===== src/rtl/pool1_pkg.sv =====
// pool1_pkg: shared types and constants for the pool1 max-pool sequencer.
package pool1_pkg;

    localparam int unsigned COL_W  = 10;
    localparam int unsigned ROW_W  = 10;
    localparam int unsigned DATA_W = 32;

    typedef enum logic [1:0] {
        IDLE = 2'd0,
        RUN  = 2'd1,
        DONE = 2'd2
    } state_t;

    // Datapath dtype encodings: bit0 = column parity, bit1 = row parity
    localparam logic [1:0] DT_C0R0 = 2'b00;
    localparam logic [1:0] DT_C1R0 = 2'b01;
    localparam logic [1:0] DT_C0R1 = 2'b10;
    localparam logic [1:0] DT_C1R1 = 2'b11;

    // A frame dimension is usable only if it is non-zero and even
    function automatic logic dim_ok(input logic [15:0] v);
        return (v != 16'd0) && !v[0];
    endfunction

endpackage


===== src/rtl/pool1_seq_cnt.sv =====
// pool1_seq_cnt: raster column/row counter with a last-pixel-of-frame flag.
module pool1_seq_cnt
    import pool1_pkg::*;
#(
    parameter int unsigned COL_W = pool1_pkg::COL_W,
    parameter int unsigned ROW_W = pool1_pkg::ROW_W
) (
    input  logic             clk,
    input  logic             rst,
    input  logic             clr,
    input  logic             adv,
    input  logic [COL_W-1:0] cols_m1,
    input  logic [ROW_W-1:0] rows_m1,
    output logic [COL_W-1:0] col,
    output logic [ROW_W-1:0] row,
    output logic             last
);

    logic [COL_W-1:0] col_q, col_d;
    logic [ROW_W-1:0] row_q, row_d;
    logic             col_eol;

    assign col_eol = (col_q == cols_m1);
    assign last    = col_eol && (row_q == rows_m1);
    assign col     = col_q;
    assign row     = row_q;

    // Next counter position: clear on frame start, step on each accepted pixel
    always_comb begin
        col_d = col_q;
        row_d = row_q;
        if (clr) begin
            col_d = '0;
            row_d = '0;
        end else if (adv) begin
            if (last) begin
                col_d = '0;
                row_d = '0;
            end else if (col_eol) begin
                col_d = '0;
                row_d = row_q + ROW_W'(1);
            end else begin
                col_d = col_q + COL_W'(1);
            end
        end
    end

    // Counter registers
    always_ff @(posedge clk or posedge rst) begin
        if (rst) begin
            col_q <= '0;
            row_q <= '0;
        end else begin
            col_q <= col_d;
            row_q <= row_d;
        end
    end

endmodule


===== src/rtl/pool1_seq.sv =====
// pool1_seq: sequencer for the pool1 2x2 max-pool datapath.
// Optional build macro POOL1_SEQ_PERF_EN adds stall_cnt/beat_cnt counters.
module pool1_seq
    import pool1_pkg::*;
#(
    parameter int unsigned COL_W  = pool1_pkg::COL_W,
    parameter int unsigned ROW_W  = pool1_pkg::ROW_W,
    parameter int unsigned DATA_W = pool1_pkg::DATA_W
) (
    input  logic              clk,
    input  logic              rst,
    input  logic              start,
    input  logic [COL_W:0]    cfg_cols,
    input  logic [ROW_W:0]    cfg_rows,
    input  logic              in_valid,
    input  logic [DATA_W-1:0] in_data,
    output logic              in_ready,
    output logic              pv,
    output logic [DATA_W-1:0] pdata,
    output logic [1:0]        pdtype,
    output logic [COL_W-1:0]  par,
    input  logic              pd_valid,
    input  logic [DATA_W-1:0] pans,
    output logic              out_valid,
    output logic [DATA_W-1:0] out_data,
    output logic              out_last,
    input  logic              out_ready,
    output logic              busy,
    output logic              done,
`ifdef POOL1_SEQ_PERF_EN
    output logic [31:0]       stall_cnt,
    output logic [31:0]       beat_cnt,
`endif
    output logic              cfg_err
);

    state_t            state_q, state_d;
    logic [COL_W-1:0]  cols_m1_q, cols_m1_d;
    logic [ROW_W-1:0]  rows_m1_q, rows_m1_d;
    logic              out_valid_q, out_valid_d;
    logic              out_last_q, out_last_d;
    logic [DATA_W-1:0] out_data_q, out_data_d;
    logic              done_q, done_d;
    logic              cfg_err_q, cfg_err_d;

    logic              accept;
    logic              cfg_good;
    logic              start_ok;
    logic [COL_W-1:0]  col;
    logic [ROW_W-1:0]  row;
    logic              last_px;

    assign cfg_good = dim_ok(16'(cfg_cols)) && dim_ok(16'(cfg_rows));
    assign start_ok = start && (state_q == IDLE) && cfg_good;

    assign in_ready = (state_q == RUN) && (!out_valid_q || out_ready);
    assign accept   = in_valid && in_ready;

    assign pv     = accept;
    assign pdata  = in_data;
    assign pdtype = {row[0], col[0]};
    assign par    = col;

    assign busy      = (state_q != IDLE);
    assign out_valid = out_valid_q;
    assign out_data  = out_data_q;
    assign out_last  = out_last_q;
    assign done      = done_q;
    assign cfg_err   = cfg_err_q;

    pool1_seq_cnt #(
        .COL_W (COL_W),
        .ROW_W (ROW_W)
    ) u_cnt (
        .clk     (clk),
        .rst     (rst),
        .clr     (start_ok),
        .adv     (accept),
        .cols_m1 (cols_m1_q),
        .rows_m1 (rows_m1_q),
        .col     (col),
        .row     (row),
        .last    (last_px)
    );

    // Frame FSM, config latch and output register next-state
    always_comb begin
        state_d     = state_q;
        cols_m1_d   = cols_m1_q;
        rows_m1_d   = rows_m1_q;
        out_valid_d = out_valid_q;
        out_last_d  = out_last_q;
        out_data_d  = out_data_q;
        done_d      = 1'b0;
        cfg_err_d   = 1'b0;

        case (state_q)
            IDLE: begin
                if (start) begin
                    if (cfg_good) begin
                        cols_m1_d = COL_W'(cfg_cols - (COL_W+1)'(1));
                        rows_m1_d = ROW_W'(cfg_rows - (ROW_W+1)'(1));
                        state_d   = RUN;
                    end else begin
                        cfg_err_d = 1'b1;
                    end
                end
            end
            RUN: begin
                if (accept && last_px) state_d = DONE;
            end
            DONE: begin
                if (!out_valid_q) begin
                    done_d  = 1'b1;
                    state_d = IDLE;
                end
            end
            default: state_d = IDLE;
        endcase

        if (pd_valid) begin
            out_valid_d = 1'b1;
            out_data_d  = pans;
            out_last_d  = accept && last_px;
        end else if (out_ready) begin
            out_valid_d = 1'b0;
            out_last_d  = 1'b0;
        end
    end

    // FSM and registered outputs
    always_ff @(posedge clk or posedge rst) begin
        if (rst) begin
            state_q     <= IDLE;
            cols_m1_q   <= '0;
            rows_m1_q   <= '0;
            out_valid_q <= 1'b0;
            out_last_q  <= 1'b0;
            out_data_q  <= '0;
            done_q      <= 1'b0;
            cfg_err_q   <= 1'b0;
        end else begin
            state_q     <= state_d;
            cols_m1_q   <= cols_m1_d;
            rows_m1_q   <= rows_m1_d;
            out_valid_q <= out_valid_d;
            out_last_q  <= out_last_d;
            out_data_q  <= out_data_d;
            done_q      <= done_d;
            cfg_err_q   <= cfg_err_d;
        end
    end

`ifdef POOL1_SEQ_PERF_EN
    logic [31:0] stall_cnt_q, stall_cnt_d;
    logic [31:0] beat_cnt_q, beat_cnt_d;

    assign stall_cnt = stall_cnt_q;
    assign beat_cnt  = beat_cnt_q;

    // Stall and beat counters, cleared by an accepted start
    always_comb begin
        stall_cnt_d = stall_cnt_q;
        beat_cnt_d  = beat_cnt_q;
        if (start_ok) begin
            stall_cnt_d = '0;
            beat_cnt_d  = '0;
        end else begin
            if ((state_q == RUN) && in_valid && !in_ready) stall_cnt_d = stall_cnt_q + 32'd1;
            if (accept) beat_cnt_d = beat_cnt_q + 32'd1;
        end
    end

    // Performance counter registers
    always_ff @(posedge clk or posedge rst) begin
        if (rst) begin
            stall_cnt_q <= '0;
            beat_cnt_q  <= '0;
        end else begin
            stall_cnt_q <= stall_cnt_d;
            beat_cnt_q  <= beat_cnt_d;
        end
    end
`endif

endmodule


===== config.mk =====
export PLATFORM = sky130hd
export DESIGN_NAME = pool1_seq
export DESIGN_NICKNAME = d
export VERILOG_FILES = /design/src/rtl/pool1_pkg.sv /design/src/rtl/pool1_seq_cnt.sv /design/src/rtl/pool1_seq.sv
export SDC_FILE = /design/constraint.sdc
export NUM_CORES = 1
export LEC_CHECK = 0
export ABC_CLOCK_PERIOD_IN_PS = 2800
export CORE_MARGIN = 5
export CORE_UTILIZATION = 37
export DETAILED_ROUTE_END_ITERATION = 8
export PLACE_DENSITY = 0.71
export SETUP_SLACK_MARGIN = 0.5
export SYNTH_ARGS = -nofsm -noshare
export SYNTH_HDL_FRONTEND = slang
export SYNTH_SLANG_ARGS = --single-unit
export TNS_END_PERCENT = 10

===== constraint.sdc =====
create_clock -name clk -period 2.8 [get_ports clk]
set_input_delay 0.42 -clock clk [delete_from_list [all_inputs] [get_ports clk]]
set_output_delay 0.42 -clock clk [all_outputs]
set_load 0.03 [all_outputs]

==> impl.org, run 1 <==
** Status
- Result of the run :: finished, final reports clean

** Clock network
- H-tree Lvls :: 3
- Clock-pin slew was measured on the worst setup and hold paths at 0.08 ns.
- Counting every sink on the clock net gives 78.
- Clock root buffer :: sky130_fd_sc_hd__clkbuf_8
- No sink is reached through more buffers than the 2 on the longest clock path.
- The clock reaches the later pin of the worst-skew pair after 0.35 ns.
- TritonCTS created 9 clock buffers.
- Hold buffer count at cts :: 0
- Clock tree from TritonCTS :: done

** Synthesis
- Of the total synthesized cell area, the portion taken by full adders, half adders and majority gates is 1.84%.
- Dominant combinational cell family by area after synthesis :: simple AND/OR/NAND/NOR gates
- Total nets after synthesis :: 493
- Of all cell types, the one taking the most synthesized area is sky130_fd_sc_hd__dfrtp_1.
- Number of instances in the synthesized netlist :: 395
- Proportion of synthesized chip area in sequential cells :: 47.9%
- The netlist uses 45 different library cells.
- The synthesized design contains 0 enable-type register cells.
- Simple-Gate Fraction of Synth Area :: 15.3%
- The cell area that synthesis handed to floorplanning was 0.00408 mm2.
- Dominant cells by area after synthesis :: sky130_fd_sc_hd__dfrtp_1 48%, sky130_fd_sc_hd__mux2_2 8.8%, sky130_fd_sc_hd__buf_4 6.3%
- Proportion of synthesized area in mux cells :: 8.84%
- Summed over its instances, the top area cell type makes up 47.9% of the synthesized netlist area.
- Complex-gate fraction of the synthesized area :: 9.12%
- A synthesized cell averages 10.3 um2.
- Synth warn :: 0
- Xor/xnor cell area share of the yosys netlist :: 7.73%
- Counting flops and latches in the post-synthesis netlist gives 78.
- Counting flops with an async set or reset pin after synthesis yields a share of 100%.
- Predominant post-synthesis flop cell :: sky130_fd_sc_hd__dfrtp_1

** Cells and area
- Layout-stage area growth over the synthesis result :: 31.2%
- 0 antenna diodes ended up in the layout.
- After routing the design area is 0.00535 mm2.
- In the final design database the tool counted 575 nets.
- Most used cells in the layout excluding fill and tap cells :: 108 x sky130_fd_sc_hd__clkdlybuf4s50_1, 78 x sky130_fd_sc_hd__dfrtp_1, 43 x sky130_fd_sc_hd__nand2_1
- Most frequent standard cell in the layout excluding fill and tap cells :: sky130_fd_sc_hd__clkdlybuf4s50_1
- Fraction of final layout cells sized beyond drive strength 1 :: 15.8%
- For this run, the share of the core covered by cells in the final layout is 49.3%.

** STA
- Final hold viol count :: 0
- Headroom to the max-slew limit came out at 42.7%.
- Setup violations remaining at the end of the flow were counted as 0.
- FMAX :: 0.448 GHz
- Setup repair after global routing could not meet its margin everywhere.
- Across the routed clock network, the largest skew measured is 0.00471 ns.
- Post-layout minimum cycle time :: 2.23 ns
- WHS :: 0.498 ns
- Tightest Pin Transition :: 0.857 ns
- Final slew viol count :: 0
- Adding up every negative setup slack in the final design gives 0 ns.
- The worst path uses 79.6% of the clock period.

** Placement
- Summing all placed instances gives a cell area of 0.00511 mm2.
- Number of buffers inserted by port buffering :: 110
- Placer's final routability congestion estimate :: 0.820
- HPWL after DPL :: 7700 um

** Critical path
- Critical path endpoint category :: primary output
- The worst setup path is launched from an input port.
- Arrival time at the worst endpoint :: 1.81 ns
- Required time worst endpoint :: 2.38 ns
- Critical path class :: in -> out
- Largest fanout on the critical path :: 11

** GRT
- Initial antenna violation count :: 0
- The via count of the first global-routing pass was 3202.
- Global-route wire length before repair :: 16500 um
- Total Routing Usage GR :: 15.8%
- The total overflow left after global routing is 0.
- Entering global routing, the biggest net connects 40 pins.

** Routing
- Post-DR vias/cell :: 5.10
- In the final routed layout, each cell accounts on average for 16.4 um.
- In this run the remaining antenna-violating nets after routing total 0.
- In the routed design, unresolved DRC markers number 0.
- The detailed router placed 3171 vias in this run.
- The first routing iteration left 160 violations.
- After detailed routing, the total wire length is 10200 um.
- Before antenna repair, the detailed router went through 4 iterations.

** Floorplanning
- The total area inside the core boundary comes to 0.0108 mm2.
- The initial utilization of the core area, before any placement, comes to 37.6%.
- Row cnt :: 38
- Die outline width :: 115 um
- Area of the die :: 0.0132 mm2
- 175 I/O pins were placed.
- Measured along the y axis, the die boundary spans 115 um.

** Power
- Final total power :: 3350 uW
- The analysis attributes to cell leakage a power of 0.00220 uW.
- Total power divided by cell area :: 627 mW/mm2
- VDD sags by at most 0.000201 V.

** Min path
- HP Class :: reg -> reg

** Flow run
- Number of violations of the max-capacitance limit :: 0
[area by class of cell]
class | count | area, um2
Clock buffer | 10 | 138
Clock inverter | 6 | 70.1
Fill cell | 1012 | 5490
Inverter | 11 | 48.8
Multi-Input combinational cell | 254 | 1760
Sequential cell | 78 | 1950
Tap cell | 140 | 175
Timing Repair Buffer | 123 | 1210
[power by group]
group	internal, uW	total [uW]	leakage [uW]	switching (uW)
logic	462	982	0.00115	519
clock network	440	875	0.0000951	435
registers	1320	1500	0.000956	177
total	2220	3350	0.00220	1130
[stage by stage]
step / setup WS, ns / cells
3_3_place_gp: 0.434 / 603
2_1_floorplan: 0.641 / 395
4_1_cts: 0.501 / 619
6_report: 0.570 / 622
5_1_grt: 0.499 / 622
3_5_place_dp: 0.384 / 603
[what timing repair did]
item | 4_1_cts | 5_1_grt
pin swaps | 0 | 1
resized for setup | 1 | 3
setup buffers | 0 | 3
endpoints found under the setup margin | 2 | 10
[worst paths after layout]
kind | start | to | slack (ns) | depth (start not counted)
min reg2reg | state_q[0] | done | 0.50 | 1
min in group asynchronous | rst | out_data[9] | 0.57 | 2
max reg2reg | u_cnt.col[6] | u_cnt.row[7] | 0.68 | 5
max in group asynchronous | rst | rows_m1_q[1] | 1.56 | 3
max | out_ready | pv | 0.57 | 6
min | state_q[0] | done | 0.50 | 1
[critical path, stage by stage]
cell and delay, ns:
sky130_fd_sc_hd__clkdlybuf4s50_1 0.42, sky130_fd_sc_hd__nand2b_1 0.16, sky130_fd_sc_hd__nor3b_2 0.16, sky130_fd_sc_hd__nand2_1 0.15, sky130_fd_sc_hd__clkinvlp_4 0.25, sky130_fd_sc_hd__buf_4 0.24
[state kept, by name, indices dropped and copies added (netlist names), 2 cells and up]
register / flops
rows_m1_q: 10
state_q: 2
cols_m1_q: 10
out_data: 32
u_cnt.col: 10
u_cnt.row: 10
[metal layers]
| metal | routed length [um] | track usage, % | up-vias |
|---|---|---|---|
| met5 | 0 | 0 | - |
| met4 | 211 | 5.71 | 0 |
| met3 | 493 | 4.05 | 24 |
| met2 | 5230 | 26.4 | 92 |
| met1 | 4250 | 19.7 | 1539 |
| li1 | - | - | 1516 |
[cell families (layout without fill, tap and decap cells)]
kind of cell,Yosys count,after routing
xor+xnor,36,36
buf+inv,63,150
mux,32,32
flops,78,78
simple gates,122,122
compound gates,58,58
fa+ha+maj,6,6
[synthesized netlist by cell type (2+ instances only)]
cell type	count
sky130_fd_sc_hd__nor3b_1	5
sky130_fd_sc_hd__nand3_1	17
sky130_fd_sc_hd__dfrtp_1	78
sky130_fd_sc_hd__or3b_2	2
sky130_fd_sc_hd__buf_4	34
sky130_fd_sc_hd__or2_2	3
sky130_fd_sc_hd__nor3_1	6
sky130_fd_sc_hd__a211oi_1	7
sky130_fd_sc_hd__inv_1	11
sky130_fd_sc_hd__o32ai_1	6
sky130_fd_sc_hd__nor2_1	12
sky130_fd_sc_hd__nand2_1	43
sky130_fd_sc_hd__nor4_1	7
sky130_fd_sc_hd__and3_1	4
sky130_fd_sc_hd__ha_1	6
sky130_fd_sc_hd__a21oi_1	4
sky130_fd_sc_hd__nand4_1	7
sky130_fd_sc_hd__nand2b_1	5
sky130_fd_sc_hd__xnor2_1	12
sky130_fd_sc_hd__clkbuf_1	10
sky130_fd_sc_hd__mux2_2	32
sky130_fd_sc_hd__o21ai_0	24
sky130_fd_sc_hd__a31oi_1	6
sky130_fd_sc_hd__buf_2	6
sky130_fd_sc_hd__a32o_1	2
sky130_fd_sc_hd__o22ai_1	3
sky130_fd_sc_hd__nor4b_1	2
sky130_fd_sc_hd__xor2_1	24
No activity file was read; power rests on OpenSTA's default activity.
==> run 2: changes to the inputs <==
--- a/config.mk
+++ b/config.mk
@@ -5,11 +5,11 @@
 export SDC_FILE = /design/constraint.sdc
 export NUM_CORES = 1
 export LEC_CHECK = 0
-export ABC_CLOCK_PERIOD_IN_PS = 2800
+export ABC_CLOCK_PERIOD_IN_PS = 1900
 export CORE_MARGIN = 5
 export CORE_UTILIZATION = 37
 export DETAILED_ROUTE_END_ITERATION = 8
-export PLACE_DENSITY = 0.71
+export PLACE_DENSITY = 0.74
 export SETUP_SLACK_MARGIN = 0.5
 export SYNTH_ARGS = -nofsm -noshare
 export SYNTH_HDL_FRONTEND = slang
==> constraint.sdc (replaced) <==
create_clock -name clk -period 1.9 [get_ports clk]
set_input_delay 0.285 -clock clk [delete_from_list [all_inputs] [get_ports clk]]
set_output_delay 0.285 -clock clk [all_outputs]
set_load 0.03 [all_outputs]
==> run 2 against run 1 <==
Effect of this change:
- non-clock buffer count rose by 68
- via count rose by 13%
- largest cell class is now multi-input combinational cells
- critical endpoint is now u_cnt.row[5]
- worst setup slack got worse by 0.53 ns
- routed wire length rose by 12%
- clock-buffer cell count rose by 1
==> impl.org, run 2 (synthesis gave the netlist of run 1 again) <==
** Placement
- Pre-CTS setup slack :: -0.262 ns (was 0.384 ns)
- Number of buffers inserted by port buffering :: 110 (unchanged)
- The half-perimeter wire length after placement was 8060 um (was 7700 um).
- Placer's final routability congestion estimate :: 0.897 (was 0.820)

** Clock network
- The maximum buffer depth of the clock tree is 2 (unchanged).
- Clock sink total :: 78 (unchanged)
- The TritonCTS clock tree is done (unchanged).
- The maximum level of the CTS H-tree came to 3 (unchanged).
- Hold buffer count at cts :: 0 (unchanged)
- The number of CTS-inserted buffers was 9 (unchanged).
- The clock tree root buffer cell is sky130_fd_sc_hd__clkbuf_8 (unchanged).
- CTS clk-pin slew, worst paths :: 0.08 ns (about the same)
- The clock network latency to the later pin of the worst-skew pair came to 0.37 ns (was 0.35 ns).

** Routing
- The total wire length after detailed routing is 11400 um (was 10200 um).
- The DRC marker count from the first detailed-route iteration is 172 (was 160).
- The overall via count from detail_route came to 3590 (was 3171).
- Remaining design rule violation count :: 0 (unchanged)
- The detailed-router iteration count before antenna repair is 4 (unchanged).
- Post-DR vias/cell :: 5.20 (was 5.10)
- The number of nets with antenna violations after routing was 0 (unchanged).
- Final routed wire length divided by cell count :: 16.5 um (was 16.4 um)

** Floorplanning
- Die outline width :: 115 um (unchanged)
- The effective utilization at floorplan came to 37.6% (unchanged).
- Die height :: 115 um (unchanged)
- The area of the core was 0.0108 mm2 (unchanged).
- The number of ports placed on the die boundary is 175 (unchanged).
- Area of the die :: 0.0132 mm2 (unchanged)
- Row cnt :: 38 (unchanged)

** Cells and area
- Number of inserted filler cells in the final layout :: 911 (was 1012)
- Most used cells in the layout excluding fill and tap cells :: 95 x sky130_fd_sc_hd__clkdlybuf4s50_1, 65 x sky130_fd_sc_hd__dfrtp_1, 62 x sky130_fd_sc_hd__buf_4 (was 108 x sky130_fd_sc_hd__clkdlybuf4s50_1, 78 x sky130_fd_sc_hd__dfrtp_1, 43 x sky130_fd_sc_hd__nand2_1)
- The area growth from synthesis to layout was 53.1% (was 31.2%).
- The most common cell after layout, fill and taps aside is sky130_fd_sc_hd__clkdlybuf4s50_1 (unchanged).
- Layout net count :: 643 (was 575)
- The number of antenna diodes came to 0 (unchanged).
- The fraction of the core area covered by cells at the end of the flow came to 57.6% (was 49.3%).
- Max FFs per register :: 32 (unchanged)
- Fraction of final layout cells sized beyond drive strength 1 :: 36.0% (was 15.8%)

** STA
- The hold violation count in the final report is 0 (unchanged).
- Unrepaired setup endpoints after global routing :: true (unchanged)
- The worst slew slack as a fraction of its limit is 68.4% (was 42.7%).
- Based on the critical path, the design can be clocked at up to 0.538 GHz.
- Setup-violating endpoint count in the final report :: 0 (unchanged)
- The slack of the critical path was 0.0400 ns (was 0.570 ns).
- In the finished design, the share of the clock period the worst path needs comes to 97.9%.
- Clk_skew :: 0.00826 ns (was 0.00471 ns)
- The setup TNS is 0 ns (unchanged).
- Tightest Pin Transition :: 0.472 ns (was 0.857 ns)
- Final slew viol count :: 0 (unchanged)
- Post-layout minimum cycle time :: 1.86 ns

** Critical path
- Critical path endpoint category :: flip-flop (was primary output)
- The maximum fanout encountered on the critical timing path is 7 (was 11).
- Required time worst endpoint :: 2.14 ns (was 2.38 ns)
- The critical register-to-register path startpoint is state_q[1] (was u_cnt.col[6]).
- Bufs and invs on worst path :: 3 (unchanged)
- The class of the most critical setup path is reg -> reg (was in -> out).
- The kind of start point of the critical path is a flip-flop (was input port).
- The worst-case reg-to-reg path depth is 8 (was 5).
- The worst stage delay on the critical path is 0.42 ns (about the same).
- Series of cell instances along the critical path: buf_6 > or3b_4 > nor3_4 > nand3_4 > buf_12 > clkbuf_16 > nand2_2 > o22ai_1 (was clkdlybuf4s50_1 > nand2b_1 > nor3b_2 > nand2_1 > clkinvlp_4 > buf_4).
- Endpoint of the most critical register-to-register path :: u_cnt.row[5] (was u_cnt.row[7])
- Arrival time at the worst endpoint :: 2.10 ns (was 1.81 ns)
- Crit-path leading delay family :: simple AND/OR/NAND/NOR gates (was buffers and inverters)
- Flop2flop setup slack :: 0.04 ns (was 0.68 ns)
- The master of the slowest instance on the critical path was sky130_fd_sc_hd__or3b_4 (was sky130_fd_sc_hd__clkdlybuf4s50_1).
- Worst setup path start :: state_q[1] (was out_ready)

** Status
- Result of the run: finished, final reports clean (unchanged).

** GRT
- The wire length of the first global-routing pass came to 18000 um (was 16500 um).
- Pin count of the biggest net entering global routing :: 36 (was 40)
- The total congestion overflow came to 0 (unchanged).
- The via count of the first global-routing pass is 3659 (was 3202).
- The initial antenna violation count is 0 (unchanged).
- Total Routing Usage GR :: 17.2% (was 15.8%)

** Power
- The power per cell area is 824 mW/mm2 (was 627 mW/mm2).
- The peak supply drop was 0.000424 V (was 0.000201 V).
- The static power due to leakage came to 0.00268 uW (was 0.00220 uW).

** Min path
- HP Class :: in -> async (was reg -> reg)

** Flow run
- The number of max-cap violations was 0 (unchanged).
-- run 2: cell types whose count changed in the layout (fill, tap and decap cells not counted), moves of 5 or more --
cell,previous run,this run
sky130_fd_sc_hd__nand2_4,0,5
sky130_fd_sc_hd__dlygate4sd2_1,1,8
sky130_fd_sc_hd__buf_6,0,14
sky130_fd_sc_hd__buf_4,13,62
sky130_fd_sc_hd__o21ai_0,24,13
sky130_fd_sc_hd__dfrtp_2,0,13
sky130_fd_sc_hd__o21ai_1,0,10
sky130_fd_sc_hd__dfrtp_1,78,65
sky130_fd_sc_hd__nand2_1,43,34
sky130_fd_sc_hd__clkdlybuf4s50_1,108,95
-- run 2: stage by stage --
stage / instances / cell area, um2 / hold WS, ns / power [uW]
3_5_place_dp: 654 / 5600 / 0.479 / 3870
3_3_place_gp: 654 / 5600 / 0.474 / 3810
5_1_grt: 690 / 6240 / 0.331 / 5420
4_1_cts: 683 / 5930 / 0.303 / 5080
6_report: 690 / 6240 / 0.285 / 5140
2_1_floorplan: 395 / 4220 / 0.437 / 3250
-- run 2: layout make-up --
cell class / count / area, um2 / area share (%)
Clock buffer: 11 / 141 / 2.27
Clock inverter: 5 / 33.8 / 0.541
Inverter: 11 / 47.5 / 0.762
Multi-Input combinational cell: 254 / 2010 / 32.2
Sequential cell: 78 / 1970 / 31.5
Tap cell: 140 / 175 / 2.81
Timing Repair Buffer: 191 / 1860 / 29.9
-- run 2: power by group --
group | switching [uW] | total, uW | internal, uW
registers | 239 | 2200 | 1960
logic | 917 | 1810 | 889
clock network | 629 | 1140 | 510
total | 1780 | 5140 | 3360
-- run 2: how the worst max path moves through the flow --
| stage | to | slack (ns) | cells after the start |
|---|---|---|---|
| floorplan | u_cnt.col[3] | 0.08 | 7 |
| finish | u_cnt.row[5] | 0.04 | 8 |
| detailed placement | u_cnt.col[7] | -0.26 | 8 |
| global route | u_cnt.row[5] | 0.003 | 8 |
| global placement | u_cnt.col[7] | -0.17 | 8 |
| CTS | pv | 0.10 | 6 |
-- run 2: timing repair --
| item | CTS | global route |
|---|---|---|
| setup buffers | 13 | 3 |
| pin swaps | 5 | 15 |
| endpoints found under the setup margin | 94 | 95 |
| cloned | 0 | 4 |
| gates resized for setup | 47 | 55 |
-- run 2: metal layers --
layer	part of all wire (%)	wire, um	global-route usage, %
met3	5.3	599	2.68
met1	39	4430	20.7
met5	0	0	0
met2	52	5950	28.9
met4	3.4	389	10.5
==> run 3: changes to the inputs <==
--- a/config.mk
+++ b/config.mk
@@ -5,11 +5,10 @@
 export SDC_FILE = /design/constraint.sdc
 export NUM_CORES = 1
 export LEC_CHECK = 0
-export ABC_CLOCK_PERIOD_IN_PS = 1900
 export CORE_MARGIN = 5
-export CORE_UTILIZATION = 37
+export CORE_UTILIZATION = 39
 export DETAILED_ROUTE_END_ITERATION = 8
-export PLACE_DENSITY = 0.74
+export PLACE_DENSITY = 0.78
 export SETUP_SLACK_MARGIN = 0.5
 export SYNTH_ARGS = -nofsm -noshare
 export SYNTH_HDL_FRONTEND = slang
==> run 3 against run 2 <==
Effect of this change:
- via count down 3.5%
- critical path depth down 7
- clock power up 23%
- final area down 0.64%
- flip-flop and latch count unchanged
- critical path type is now reg -> out
- largest power group unchanged
==> impl.org, run 3 (synthesis gave the netlist of run 1 again) <==
** Routing
- Final routed wire length divided by cell count :: 16.5 um (about the same)
- Vias :: 3465 (was 3590)
- The detailed-router iteration count before antenna repair is 5 (was 4).
- The number of vias per cell after detailed routing was 5.13 (was 5.20).
- The number of nets with antenna violations after routing is 0 (unchanged).
- Number of DRC violations after detailed-routing iteration 0 :: 224 (was 172)
- The DRC violation count after routing was 0 (unchanged).
- Aggregate routed wire length :: 11100 um (was 11400 um)

** Power
- Final total power :: 5450 uW (was 5140 uW)
- The combinational cell fraction of total power came to 33.7% (was 35.1%).
- Switching portion of total power :: 33.1% (was 34.7%)
- Total power divided by cell area :: 878 mW/mm2 (was 824 mW/mm2)
- Share of power burned in registers :: 40.6% (was 42.7%)
- The static power due to leakage came to 0.00265 uW (was 0.00268 uW).
- The peak supply drop is 0.000389 V (was 0.000424 V).
- The switching power was 1800 uW (was 1780 uW).
- Int Pwr :: 3650 uW (was 3360 uW)
- The fraction of power consumed by the clock network is 25.7% (was 22.2%).

** Floorplanning
- Row cnt :: 37 (was 38)
- The effective utilization at floorplan is 39.7% (was 37.6%).
- The number of ports placed on the die boundary came to 175 (unchanged).
- The width of the die was 112 um (was 115 um).
- The area of the die is 0.0126 mm2 (was 0.0132 mm2).
- Area of the core :: 0.0103 mm2 (was 0.0108 mm2)
- Die height :: 112 um (was 115 um)

** Clock network
- The maximum level of the CTS H-tree came to 3 (unchanged).
- The maximum buffer depth of the clock tree was 2 (unchanged).
- The sink count of the clock tree was 78 (unchanged).
- Skew-Pair Late Insertion Delay :: 0.36 ns (was 0.37 ns)
- The number of CTS-inserted buffers is 9 (unchanged).
- Clock tree from TritonCTS :: done (unchanged)
- Clock root buffer :: sky130_fd_sc_hd__clkbuf_8 (unchanged)
- The post-cts hold buffer count is 0 (unchanged).
- The clock slew seen by the registers of the worst setup and hold paths was 0.08 ns (about the same).

** STA
- FMAX :: 0.565 GHz (was 0.538 GHz)
- Worst slew slack as a fraction of its limit :: 71.8% (was 68.4%)
- Post-layout minimum cycle time :: 1.77 ns (was 1.86 ns)
- The final setup violation count came to 0 (unchanged).
- Clk_skew :: 0.00424 ns (was 0.00826 ns)
- The share of the clock period used by the worst path was 93.1% (was 97.9%).
- Unrepaired setup endpoints after global routing :: true (unchanged)
- Final hold viol count :: 0 (unchanged)
- The final-report max-slew violation count is 0 (unchanged).
- Tightest Pin Transition :: 0.423 ns (was 0.472 ns)

** GRT
- The total congestion overflow was 0 (unchanged).
- The via count of the first global-routing pass is 3583 (was 3659).
- The global-route usage over all layers is 17.4% (was 17.2%).
- Global-route wire length before repair :: 17800 um (was 18000 um)
- The initial antenna violation count came to 0 (unchanged).
- Pin count of the biggest net entering global routing :: 79 (was 36)

** Cells and area
- Most used cells in the layout excluding fill and tap cells :: 95 x sky130_fd_sc_hd__clkdlybuf4s50_1, 64 x sky130_fd_sc_hd__dfrtp_1, 60 x sky130_fd_sc_hd__buf_4 (was 95 x sky130_fd_sc_hd__clkdlybuf4s50_1, 65 x sky130_fd_sc_hd__dfrtp_1, 62 x sky130_fd_sc_hd__buf_4)
- Most frequent standard cell in the layout excluding fill and tap cells :: sky130_fd_sc_hd__clkdlybuf4s50_1 (unchanged)
- Fraction of final layout cells sized beyond drive strength 1 :: 35.6% (was 36.0%)
- The layout filler cell count came to 804 (was 911).
- Layout-stage area growth over the synthesis result :: 52.1% (was 53.1%)
- The flip-flop count of the largest register, all copies and words added was 32 (unchanged).
- The layout net count came to 632 (was 643).
- Ant. Diodes :: 0 (unchanged)
- The fraction of the core area covered by cells at the end of the flow came to 60.3% (was 57.6%).

** Critical path
- The master of the slowest instance on the critical path is sky130_fd_sc_hd__clkdlybuf4s50_1 (was sky130_fd_sc_hd__or3b_4).
- Critical path endpoint category :: primary output (was flip-flop)
- Largest fanout on the critical path :: 5 (was 7)
- The cell family contributing the most delay on the critical path was buffers and inverters (was simple AND/OR/NAND/NOR gates).
- The worst stage delay on the critical path was 0.69 ns (was 0.42 ns).
- Series of cell instances along the critical path :: clkdlybuf4s50_1 (was buf_6 > or3b_4 > nor3_4 > nand3_4 > buf_12 > clkbuf_16 > nand2_2 > o22ai_1)
- Worst setup SP type :: flip-flop (unchanged)
- The data required time of the critical path is 1.62 ns (was 2.14 ns).
- The data arrival time of the critical path came to 1.48 ns (was 2.10 ns).
- The class of the most critical setup path is reg -> out (was reg -> reg).
- The count of buffer and inverter cells on the critical path is 1 (was 3).

** Placement
- HPWL after DPL :: 8090 um (was 8060 um)
- The count of input and output buffers came to 110 (unchanged).
- Placer's final routability congestion estimate :: 0.872 (was 0.897)

** Flow run
- The number of max-cap violations was 0 (unchanged).

** Min path
- The path category of the worst min-delay check was in -> reg (was in -> async).

** Status
- Result of the run :: finished, final reports clean (unchanged)
-- run 3: repair_timing --
action | in CTS | in global routing
gates cloned | 0 | 1
pin swaps | 13 | 14
gates resized for setup | 57 | 35
endpoints found under the setup margin | 94 | 95
setup buffers | 12 | 1
-- run 3: final cells by class --
cell class / instances / area (um2) / share of cell area [%]
timing repair buffer: 180 / 1720 / 27.7
clock buffer: 11 / 141 / 2.28
clock inverter: 5 / 81.3 / 1.31
sequential: 78 / 1970 / 31.8
inverter: 11 / 50.0 / 0.807
multi-input combinational: 254 / 2070 / 33.4
tap: 136 / 170 / 2.74
-- run 3: path summary, 6_finish.rpt --
kind                              startpoint      endpoint  slack, ns  cells after the start
worst max-delay path            u_cnt.col[1]        par[1]       0.13                      1
worst min-delay path             cfg_rows[0]       cfg_err       0.35                      4
worst max register to register  u_cnt.col[0]  u_cnt.col[6]       0.14                      6
worst min register to register  cols_m1_q[7]  cols_m1_q[7]       0.50                      2
max in group asynchronous                rst  u_cnt.col[1]       1.16                      3
min in group asynchronous                rst   out_data[0]       0.37                      3
-- run 3: metrics by stage --
step                      instance area (um2)  TNS, ns  worst slack [ns]  hold WS, ns  cells
after floorplan                          4220        0            0.0796        0.437    395
after global placement                   5540    -2.61            -0.141        0.467    645
after detailed placement                 5540    -8.99            -0.314        0.477    645
after CTS                                6010        0             0.105        0.362    673
after global routing                     6200        0            0.0569        0.376    675
final                                    6200        0             0.131        0.351    675
-- run 3: routing by layer --
layer	up-vias	part of all wire (%)	track usage (%)
li1	1619	-	-
met1	1701	38	20.2
met2	114	54	30.2
met3	31	5.2	4.31
met4	0	2.8	7.77
met5	-	0	0
-- run 3: worst register-to-register path, cell delays in order, from the launching register on --
cell and delay (ns):
sky130_fd_sc_hd__dfrtp_2 0.43, sky130_fd_sc_hd__buf_6 0.12, sky130_fd_sc_hd__ha_4 0.12, sky130_fd_sc_hd__nand3_2 0.10, sky130_fd_sc_hd__or2_4 0.25, sky130_fd_sc_hd__or4_4 0.53, sky130_fd_sc_hd__a31oi_4 0.14
-- run 3: power by group through the flow --
stage / Clock, uW / Sequential (uW) / Combinational [uW]
finish: 1400 / 2210 / 1830
global route: 1490 / 2250 / 1980
CTS: 1420 / 2200 / 1760
detailed placement: 0 / 2230 / 1630
global placement: 0 / 2210 / 1570
floorplan: 0 / 2440 / 813
